`src/rtl/music_sequencer_pkg.sv`:
```
// music_pkg: shared types for the music sequencer.
//   state_t      - sequencer FSM states
//   song_entry_t - one song ROM word, {note[7:0], dur[7:0]}
//   NOTE_REST    - note code that silences the tone generator
package music_pkg;

   typedef enum logic [2:0] {
      IDLE  = 3'd0,
      FETCH = 3'd1,
      LOAD  = 3'd2,
      PLAY  = 3'd3,
      GAP   = 3'd4
   } state_t;

   typedef struct packed {
      logic [7:0] note;
      logic [7:0] dur;
   } song_entry_t;

   localparam logic [7:0] NOTE_REST = 8'd0;

endpackage

```
`src/rtl/music_sequencer_if.sv`:
```
// music_sequencer_if: control, song ROM and tone-generator signals of the
// music sequencer.
//   master modport - game control / ROM side (drives start, stop, loop_en,
//                    rom_data and, when MUSIC_SEQ_PAUSE_EN is defined, pause)
//   slave modport  - the sequencer itself
// Handshake: start and stop are single-cycle pulses with no acknowledge;
// rom_data is valid exactly one cycle after rom_addr is presented and is
// consumed only in the LOAD state. Optional feature macro: MUSIC_SEQ_PAUSE_EN.
interface music_sequencer_if #(
   parameter int unsigned ADDR_W = 8
);
   logic              start;
   logic              stop;
   logic              loop_en;
   logic [ADDR_W-1:0] rom_addr;
   logic [15:0]       rom_data;
   logic [7:0]        note;
   logic              busy;
   logic              done;
`ifdef MUSIC_SEQ_PAUSE_EN
   logic              pause;

   modport master (output start, stop, loop_en, rom_data, pause,
                   input  rom_addr, note, busy, done);
   modport slave  (input  start, stop, loop_en, rom_data, pause,
                   output rom_addr, note, busy, done);
`else
   modport master (output start, stop, loop_en, rom_data,
                   input  rom_addr, note, busy, done);
   modport slave  (input  start, stop, loop_en, rom_data,
                   output rom_addr, note, busy, done);
`endif
endinterface

```
`src/rtl/music_sequencer_unit_timer.sv`:
```
// unit_timer: counts dur units of TICKS clock cycles each.
//   clock, reset - system clock, synchronous active-high reset
//   load, dur    - (re)start the timer for dur units
//   enable       - advance the timer this cycle (low = frozen)
//   expired      - high on the last enabled cycle of the programmed time
module unit_timer #(
   parameter int unsigned TICKS = 1
) (
   input  logic       clock,
   input  logic       reset,
   input  logic       load,
   input  logic [7:0] dur,
   input  logic       enable,
   output logic       expired
);
   localparam int TW = $clog2(TICKS + 1);
   localparam logic [TW-1:0] TICK_LAST = TW'(TICKS - 1);

   logic [TW-1:0] tick_cnt;
   logic [7:0]    unit_cnt;
   logic          last_tick;

   assign last_tick = (tick_cnt == TICK_LAST);
   // Combinational so the owner can leave its state on the final cycle,
   // making the timed interval exactly dur*TICKS enabled cycles.
   assign expired   = enable && (unit_cnt == 8'd1) && last_tick;

   always_ff @(posedge clock) begin
      if (reset) begin
         tick_cnt <= '0;
         unit_cnt <= '0;
      end else if (load) begin
         tick_cnt <= '0;
         unit_cnt <= dur;
      end else if (enable && (unit_cnt != 8'd0)) begin
         if (last_tick) begin
            tick_cnt <= '0;
            unit_cnt <= unit_cnt - 8'd1;
         end else begin
            tick_cnt <= tick_cnt + 1'b1;
         end
      end
   end
endmodule

```
`src/rtl/music_sequencer.sv`:
```
// music_sequencer: steps through a song ROM, holding each note for
// dur*TICKS_PER_UNIT cycles followed by GAP_TICKS silent cycles.
//   clock, reset - system clock, synchronous active-high reset
//   bus          - music_sequencer_if.slave (start/stop/loop_en control,
//                  rom_addr/rom_data song ROM, note/busy/done outputs)
//   state_dbg    - current FSM state
// Optional feature macro MUSIC_SEQ_PAUSE_EN adds bus.pause, which freezes
// PLAY/GAP timing and silences the note while held.
module music_sequencer
   import music_pkg::*;
#(
   parameter int unsigned TICKS_PER_UNIT = 6_250_000,
   parameter int unsigned GAP_TICKS      = 250_000,
   parameter int unsigned ADDR_W         = 8
) (
   input  logic                   clock,
   input  logic                   reset,
   music_sequencer_if.slave       bus,
   output state_t                 state_dbg
);
   // A zero gap still instantiates a (never enabled) 1-tick timer.
   localparam int unsigned GAP_UNIT = (GAP_TICKS == 0) ? 1 : GAP_TICKS;

   state_t            state, state_next;
   song_entry_t       entry;
   logic [ADDR_W-1:0] addr_q;
   logic [7:0]        note_q;
   logic              done_q;
   logic              pause_act;
   logic              play_load, play_en, play_exp;
   logic              gap_en, gap_exp;

   assign entry = song_entry_t'(bus.rom_data);

`ifdef MUSIC_SEQ_PAUSE_EN
   assign pause_act = bus.pause;
`else
   assign pause_act = 1'b0;
`endif

   assign play_load = (state == LOAD);
   assign play_en   = (state == PLAY) && !pause_act;
   assign gap_en    = (state == GAP) && !pause_act;

   unit_timer #(.TICKS(TICKS_PER_UNIT)) u_play_timer (
      .clock   (clock),
      .reset   (reset),
      .load    (play_load),
      .dur     (entry.dur),
      .enable  (play_en),
      .expired (play_exp)
   );

   // The gap is a one-unit timer of GAP_UNIT ticks, armed as the note ends.
   unit_timer #(.TICKS(GAP_UNIT)) u_gap_timer (
      .clock   (clock),
      .reset   (reset),
      .load    (play_exp),
      .dur     (8'd1),
      .enable  (gap_en),
      .expired (gap_exp)
   );

   always_ff @(posedge clock) begin
      if (reset) state <= IDLE;
      else       state <= state_next;
   end

   always_comb begin
      state_next = state;
      case (state)
         IDLE:  if (bus.start) state_next = FETCH;
         FETCH: state_next = LOAD;
         LOAD: begin
            if (entry.dur != 8'd0) state_next = PLAY;
            else if (bus.loop_en)  state_next = FETCH;
            else                   state_next = IDLE;
         end
         PLAY:  if (play_exp) state_next = (GAP_TICKS == 0) ? FETCH : GAP;
         GAP:   if (gap_exp)  state_next = FETCH;
         default: state_next = IDLE;
      endcase
      // stop wins over everything except reset, including a same-cycle start.
      if (bus.stop) state_next = IDLE;
   end

   always_ff @(posedge clock) begin
      if (reset) begin
         addr_q <= '0;
         note_q <= NOTE_REST;
         done_q <= 1'b0;
      end else begin
         done_q <= (state == LOAD) && (entry.dur == 8'd0) && !bus.loop_en && !bus.stop;

         // The note is captured on LOAD->PLAY and held for the whole PLAY.
         if (state_next == PLAY) note_q <= (state == LOAD) ? entry.note : note_q;
         else                    note_q <= NOTE_REST;

         // FETCH entered from PLAY/GAP advances; from IDLE/LOAD it restarts.
         if (bus.stop)                addr_q <= '0;
         else if (state_next == FETCH) begin
            if ((state == PLAY) || (state == GAP)) addr_q <= addr_q + 1'b1;
            else                                   addr_q <= '0;
         end
      end
   end

   assign bus.rom_addr = addr_q;
   assign bus.note     = pause_act ? NOTE_REST : note_q;
   assign bus.busy     = (state != IDLE);
   assign bus.done     = done_q;
   assign state_dbg    = state;

endmodule

```
`src/flat_wrapper.sv`:
```
// flat-port wrapper written by rule: the top's interface ports become plain ports
module music_sequencer_flat import music_pkg::*;
#(
   parameter int unsigned TICKS_PER_UNIT = 6_250_000,
   parameter int unsigned GAP_TICKS      = 250_000,
   parameter int unsigned ADDR_W         = 8
)
  (clock, reset, state_dbg, bus_start, bus_stop, bus_loop_en, bus_rom_data, bus_rom_addr, bus_note, bus_busy, bus_done);
  music_sequencer_if #(.ADDR_W(ADDR_W)) bus_i ();
  input  logic clock;
  input  logic reset;
  output state_t state_dbg;
  input wire logic [$bits(bus_i.start)-1:0] bus_start;
  input wire logic [$bits(bus_i.stop)-1:0] bus_stop;
  input wire logic [$bits(bus_i.loop_en)-1:0] bus_loop_en;
  input wire logic [$bits(bus_i.rom_data)-1:0] bus_rom_data;
  output wire logic [$bits(bus_i.rom_addr)-1:0] bus_rom_addr;
  output wire logic [$bits(bus_i.note)-1:0] bus_note;
  output wire logic [$bits(bus_i.busy)-1:0] bus_busy;
  output wire logic [$bits(bus_i.done)-1:0] bus_done;
  assign bus_i.start = bus_start;
  assign bus_i.stop = bus_stop;
  assign bus_i.loop_en = bus_loop_en;
  assign bus_i.rom_data = bus_rom_data;
  assign bus_rom_addr = bus_i.rom_addr;
  assign bus_note = bus_i.note;
  assign bus_busy = bus_i.busy;
  assign bus_done = bus_i.done;
  music_sequencer #(.TICKS_PER_UNIT(TICKS_PER_UNIT), .GAP_TICKS(GAP_TICKS), .ADDR_W(ADDR_W)) u_core (.clock(clock), .reset(reset), .bus(bus_i), .state_dbg(state_dbg));
endmodule
```
`config.mk`:
```
export PLATFORM = sky130hd
export DESIGN_NAME = music_sequencer_flat
export DESIGN_NICKNAME = d
export VERILOG_FILES = /design/src/rtl/music_sequencer_pkg.sv /design/src/rtl/music_sequencer_if.sv /design/src/rtl/music_sequencer_unit_timer.sv /design/src/rtl/music_sequencer.sv /design/src/flat_wrapper.sv
export SDC_FILE = /design/constraint.sdc
export NUM_CORES = 1
export LEC_CHECK = 0
export BUFFER_PORTS_ARGS = -buffer_cell sky130_fd_sc_hd__clkbuf_2
export CAP_MARGIN = 15
export CORE_ASPECT_RATIO = 0.7
export CORE_MARGIN = 5
export CORE_UTILIZATION = 40
export DETAILED_ROUTE_END_ITERATION = 16
export MAX_ROUTING_LAYER = met4
export PLACE_DENSITY = 0.62
export SLEW_MARGIN = 20
export SYNTH_ARGS = -nofsm -noshare
export SYNTH_HDL_FRONTEND = slang
export SYNTH_SLANG_ARGS = --single-unit
```
`constraint.sdc`:
```
create_clock -name clock -period 3.1 [get_ports clock]
set_clock_uncertainty 0.1 [all_clocks]
set_input_delay 0.31 -clock clock [delete_from_list [all_inputs] [get_ports clock]]
set_output_delay 0.31 -clock clock [all_outputs]
set_load 0.01 [all_outputs]
```
==> impl_metrics.env <==
export IMPL_outcome="finished, final reports clean"
export IMPL_ios=42
export IMPL_syn_avg_cell_area_um2=8.42
export IMPL_drt_iter0_markers=246
export IMPL_async_reset_ff_frac=0
export IMPL_port_buffers=41
export IMPL_num_rows=29
export IMPL_final_area_mm2=0.00435
export IMPL_cts_sinks=77
export IMPL_fillCellCount=891
export IMPL_ctsHtreeMaxLevel=3
export IMPL_setup_tns_ps=0
export IMPL_seqCellArea_mm2=0.00154
export IMPL_cts_clk_slew_worst_paths_ps=60
export IMPL_dieArea_mm2=0.0115
export IMPL_required_ps=3220
export IMPL_routed_wl_um=8530
export IMPL_root_buffer="clkbuf_16"
export IMPL_drive_above_1_share=0.152
export IMPL_clkLatencyLatePin_ps=330
export IMPL_met1_usage=0.234
export IMPL_crit_end="u_core.u_gap_timer.tick_cnt[6]"
export IMPL_cp_num_cells=8
export IMPL_final_antenna_net_count=0
export IMPL_netlist_top_cells_area="dfxtp_1 41%, xor2_1 7.9%, nor2_1 6.4%, nand2_1 5.7%, ha_1 3.0%"
export IMPL_critPathTopFamily="simple AND/OR/NAND/NOR gates"
export IMPL_vias=3225
export IMPL_reg2reg_to="u_core.u_gap_timer.tick_cnt[6]"
export IMPL_setup_violations=0
export IMPL_worstMarginPinSlew_ps=869
export IMPL_multiInputGateArea_mm2=0.00213
export IMPL_reg2reg_depth=8
export IMPL_seq_power_share=0.498
export IMPL_crit_buf_inv=1
export IMPL_syn_inst=448
export IMPL_numCtsBuffers=9
export IMPL_yosysSeqAreaShare=0.409
export IMPL_combPwrFrac=0.038
export IMPL_cts_buffer_depth=2
export IMPL_post_route_period_util=0.822
export IMPL_first_pass_iters=4
export IMPL_vdd_drop_max_uv=324
export IMPL_critPathLaunch="u_core.u_play_timer.tick_cnt[0]"
export IMPL_r2r_start="u_core.u_play_timer.tick_cnt[0]"
export IMPL_synth_edf_count=0
export IMPL_crit_path_top_delay_cell="or4_1"
export IMPL_ys_ff_latch=77
export IMPL_critical_path_arrival_ps=2670
export IMPL_p_leak_uw=0.00163
export IMPL_endpoint_kind="register"
export IMPL_yosysTopAreaCell="dfxtp_1"
export IMPL_pwr_share_clk=0.464
export IMPL_busiest_layer="met1"
export IMPL_fin_crit_ps=2550
export IMPL_synth_top_area_frac=0.409
export IMPL_diodes=0
export IMPL_worst_path_max_fanout=17
export IMPL_drt_vias_per_instance=5.23
export IMPL_gp_congestion=0.849
export IMPL_drv_cap=0
export IMPL_initial_utilization=0.412
export IMPL_cts_resized=0
export IMPL_p_per_area_mw_per_mm2=460
export IMPL_synthFlopType="dfxtp_1"
export IMPL_nets=518
export IMPL_syn_nets=478
export IMPL_globalRouteMet3Util=0.0499
export IMPL_switchingPower_uw=446
export IMPL_synth_cell_types=56
export IMPL_cts_tree="built"
export IMPL_crit_path_start_kind="register"
export IMPL_slew_violations=0
export IMPL_netSwitchingFraction=0.223
export IMPL_path_cells="ha_1 -> nor4b_1 -> nand3_1 -> or4_1 -> nand2b_1 -> or2_1 -> buf_4 -> nor2_1"
export IMPL_yosys_warnings=0
export IMPL_post_cts_buffers=0
export IMPL_hold_viol_final=0
export IMPL_grt_max_degree=24
export IMPL_met2_usage=0.198
export IMPL_overflow=0
export IMPL_worst_setup_path_type="reg2reg"
export IMPL_synth_area_mm2=0.00377
export IMPL_die_w_um=126
export IMPL_drcViolationCount=0
export IMPL_place_area_mm2=0.00409
export IMPL_synthToLayoutAreaGrowth_pct=15.4
export IMPL_slew_limit_headroom=0.418
export IMPL_slowest_delay_ps=590
export IMPL_rsz0062_at_grt="false"
export IMPL_hp_class="in2reg"
export IMPL_routedWlPerCell_um=13.8
export IMPL_rrSetupSlack_ps=550
export IMPL_die_h_um=91.2
export IMPL_post_dp_hpwl_um=6230
export IMPL_grt_pass1_vias=2931
export IMPL_grt_pass1_wl_um=14600
export IMPL_antenna_found_initial=0
export IMPL_internal_power_uw=1560
export IMPL_max_freq_ghz=0.392
export IMPL_hold_buffers=0
export IMPL_grtUsageTotal=0.159
export IMPL_core_area_mm2=0.00914
export IMPL_min_path_cells=3
-- per-stage QoR --
step                 util  setup WS [ps]  hold WS, ps  std cells  power [uW]
floorplan               -            756          346        448        1060
global placement    0.448            625          342        601        1090
detailed placement  0.448            533          349        601        1090
CTS                 0.476            534         83.5        617        2030
global route        0.476            306         84.6        617        2090
finish              0.476            551         94.8        617        2000
-- layout make-up --
type,count,share of cell area
well taps,124,0.0356
clock buffers,11,0.0535
multi-input cells,347,0.490
repair buffers,45,0.0540
inverters,8,0.00690
flip-flops and latches,77,0.354
clock inverters,5,0.00632
-- cells in the mapped netlist, types with 8 or more instances --
cell,instances
dfxtp_1,77
nor2_1,64
nand2_1,57
xor2_1,34
nand3_1,22
a21oi_1,16
nand4_1,14
and3_1,13
clkbuf_1,11
xnor2_1,11
and2_1,9
ha_1,9
inv_1,8
nor3_1,8
or3_1,8
-- tightest hold or removal path, stage by stage --
cell	delay [ps]
clkbuf_2	80
nand2_1	40
a21oi_1	50
-- layout by cell type (no fill, tap or decap), types with 5 or more instances in the layout --
| cell | count |
|---|---|
| nor4_1 | 5 |
| ha_1 | 9 |
| nand3_1 | 22 |
| xnor2_1 | 11 |
| or3_1 | 8 |
| inv_1 | 8 |
| dfxtp_1 | 77 |
| a21oi_1 | 16 |
| nand2_1 | 57 |
| a31oi_1 | 6 |
| nor3_1 | 8 |
| clkbuf_16 | 9 |
| and3_1 | 13 |
| nor2_1 | 64 |
| clkbuf_2 | 41 |
| nand4_1 | 14 |
| and2_1 | 9 |
| o21ai_0 | 6 |
| xor2_1 | 34 |
-- cell families (layout without fill, tap and decap cells) --
kind of cell | count (synthesis) | count (layout) | share of synthesized area
XOR/XNOR | 45 | 45 | 0.105
flip-flops | 77 | 77 | 0.409
AND/OR/NAND/NOR | 231 | 231 | 0.316
buffers and inverters | 24 | 69 | 0.0262
AO/OA/AOI/OAI | 58 | 58 | 0.104
adder cells (fa/ha/maj) | 9 | 9 | 0.0299
multiplexers | 4 | 4 | 0.0106
-- sequential cells by signal (all words and copies together), names as in the netlist --
| name | count |
|---|---|
| u_core.u_play_timer.tick_cnt | 23 |
| u_core.state_dbg | 3 |
| u_core.u_play_timer.unit_cnt | 8 |
| u_core.bus.note | 8 |
| u_core.u_gap_timer.tick_cnt | 18 |
| u_core.bus.rom_addr | 8 |
| u_core.u_gap_timer.unit_cnt | 8 |
| u_core.bus.done | 1 |
-- worst min path at each step --
| stage | from | endpoint | slack [ps] |
|---|---|---|---|
| finish | bus_rom_data[14] | u_core.bus.note[6] | 90 |
| global route | bus_rom_data[8] | u_core.bus.note[0] | 80 |
| CTS | bus_rom_data[14] | u_core.bus.note[6] | 80 |
| detailed placement | u_core.bus.note[7] | u_core.bus.note[7] | 350 |
| global placement | u_core.bus.note[2] | u_core.bus.note[2] | 340 |
| floorplan | bus_rom_data[8] | u_core.bus.note[0] | 350 |
-- power by group through the flow --
| stage | registers [uW] | logic, uW | clock network, uW |
|---|---|---|---|
| finish | 996 | 75.5 | 930 |
| global route | 996 | 84.6 | 1010 |
| CTS | 996 | 75.6 | 958 |
| detailed placement | 1020 | 75.0 | 0 |
| global placement | 1020 | 74.2 | 0 |
| floorplan | 1020 | 46.3 | 0 |
-- routing by layer --
metal  wire (um)  vias to the layer above  part of all wire
met3         494                       11             0.058
met1        4560                     1474              0.53
met5           0                        -                 0
met2        3330                       86              0.39
met4         138                        0             0.016
li1            -                     1654                 -
No activity file was read; power rests on OpenSTA's default activity.
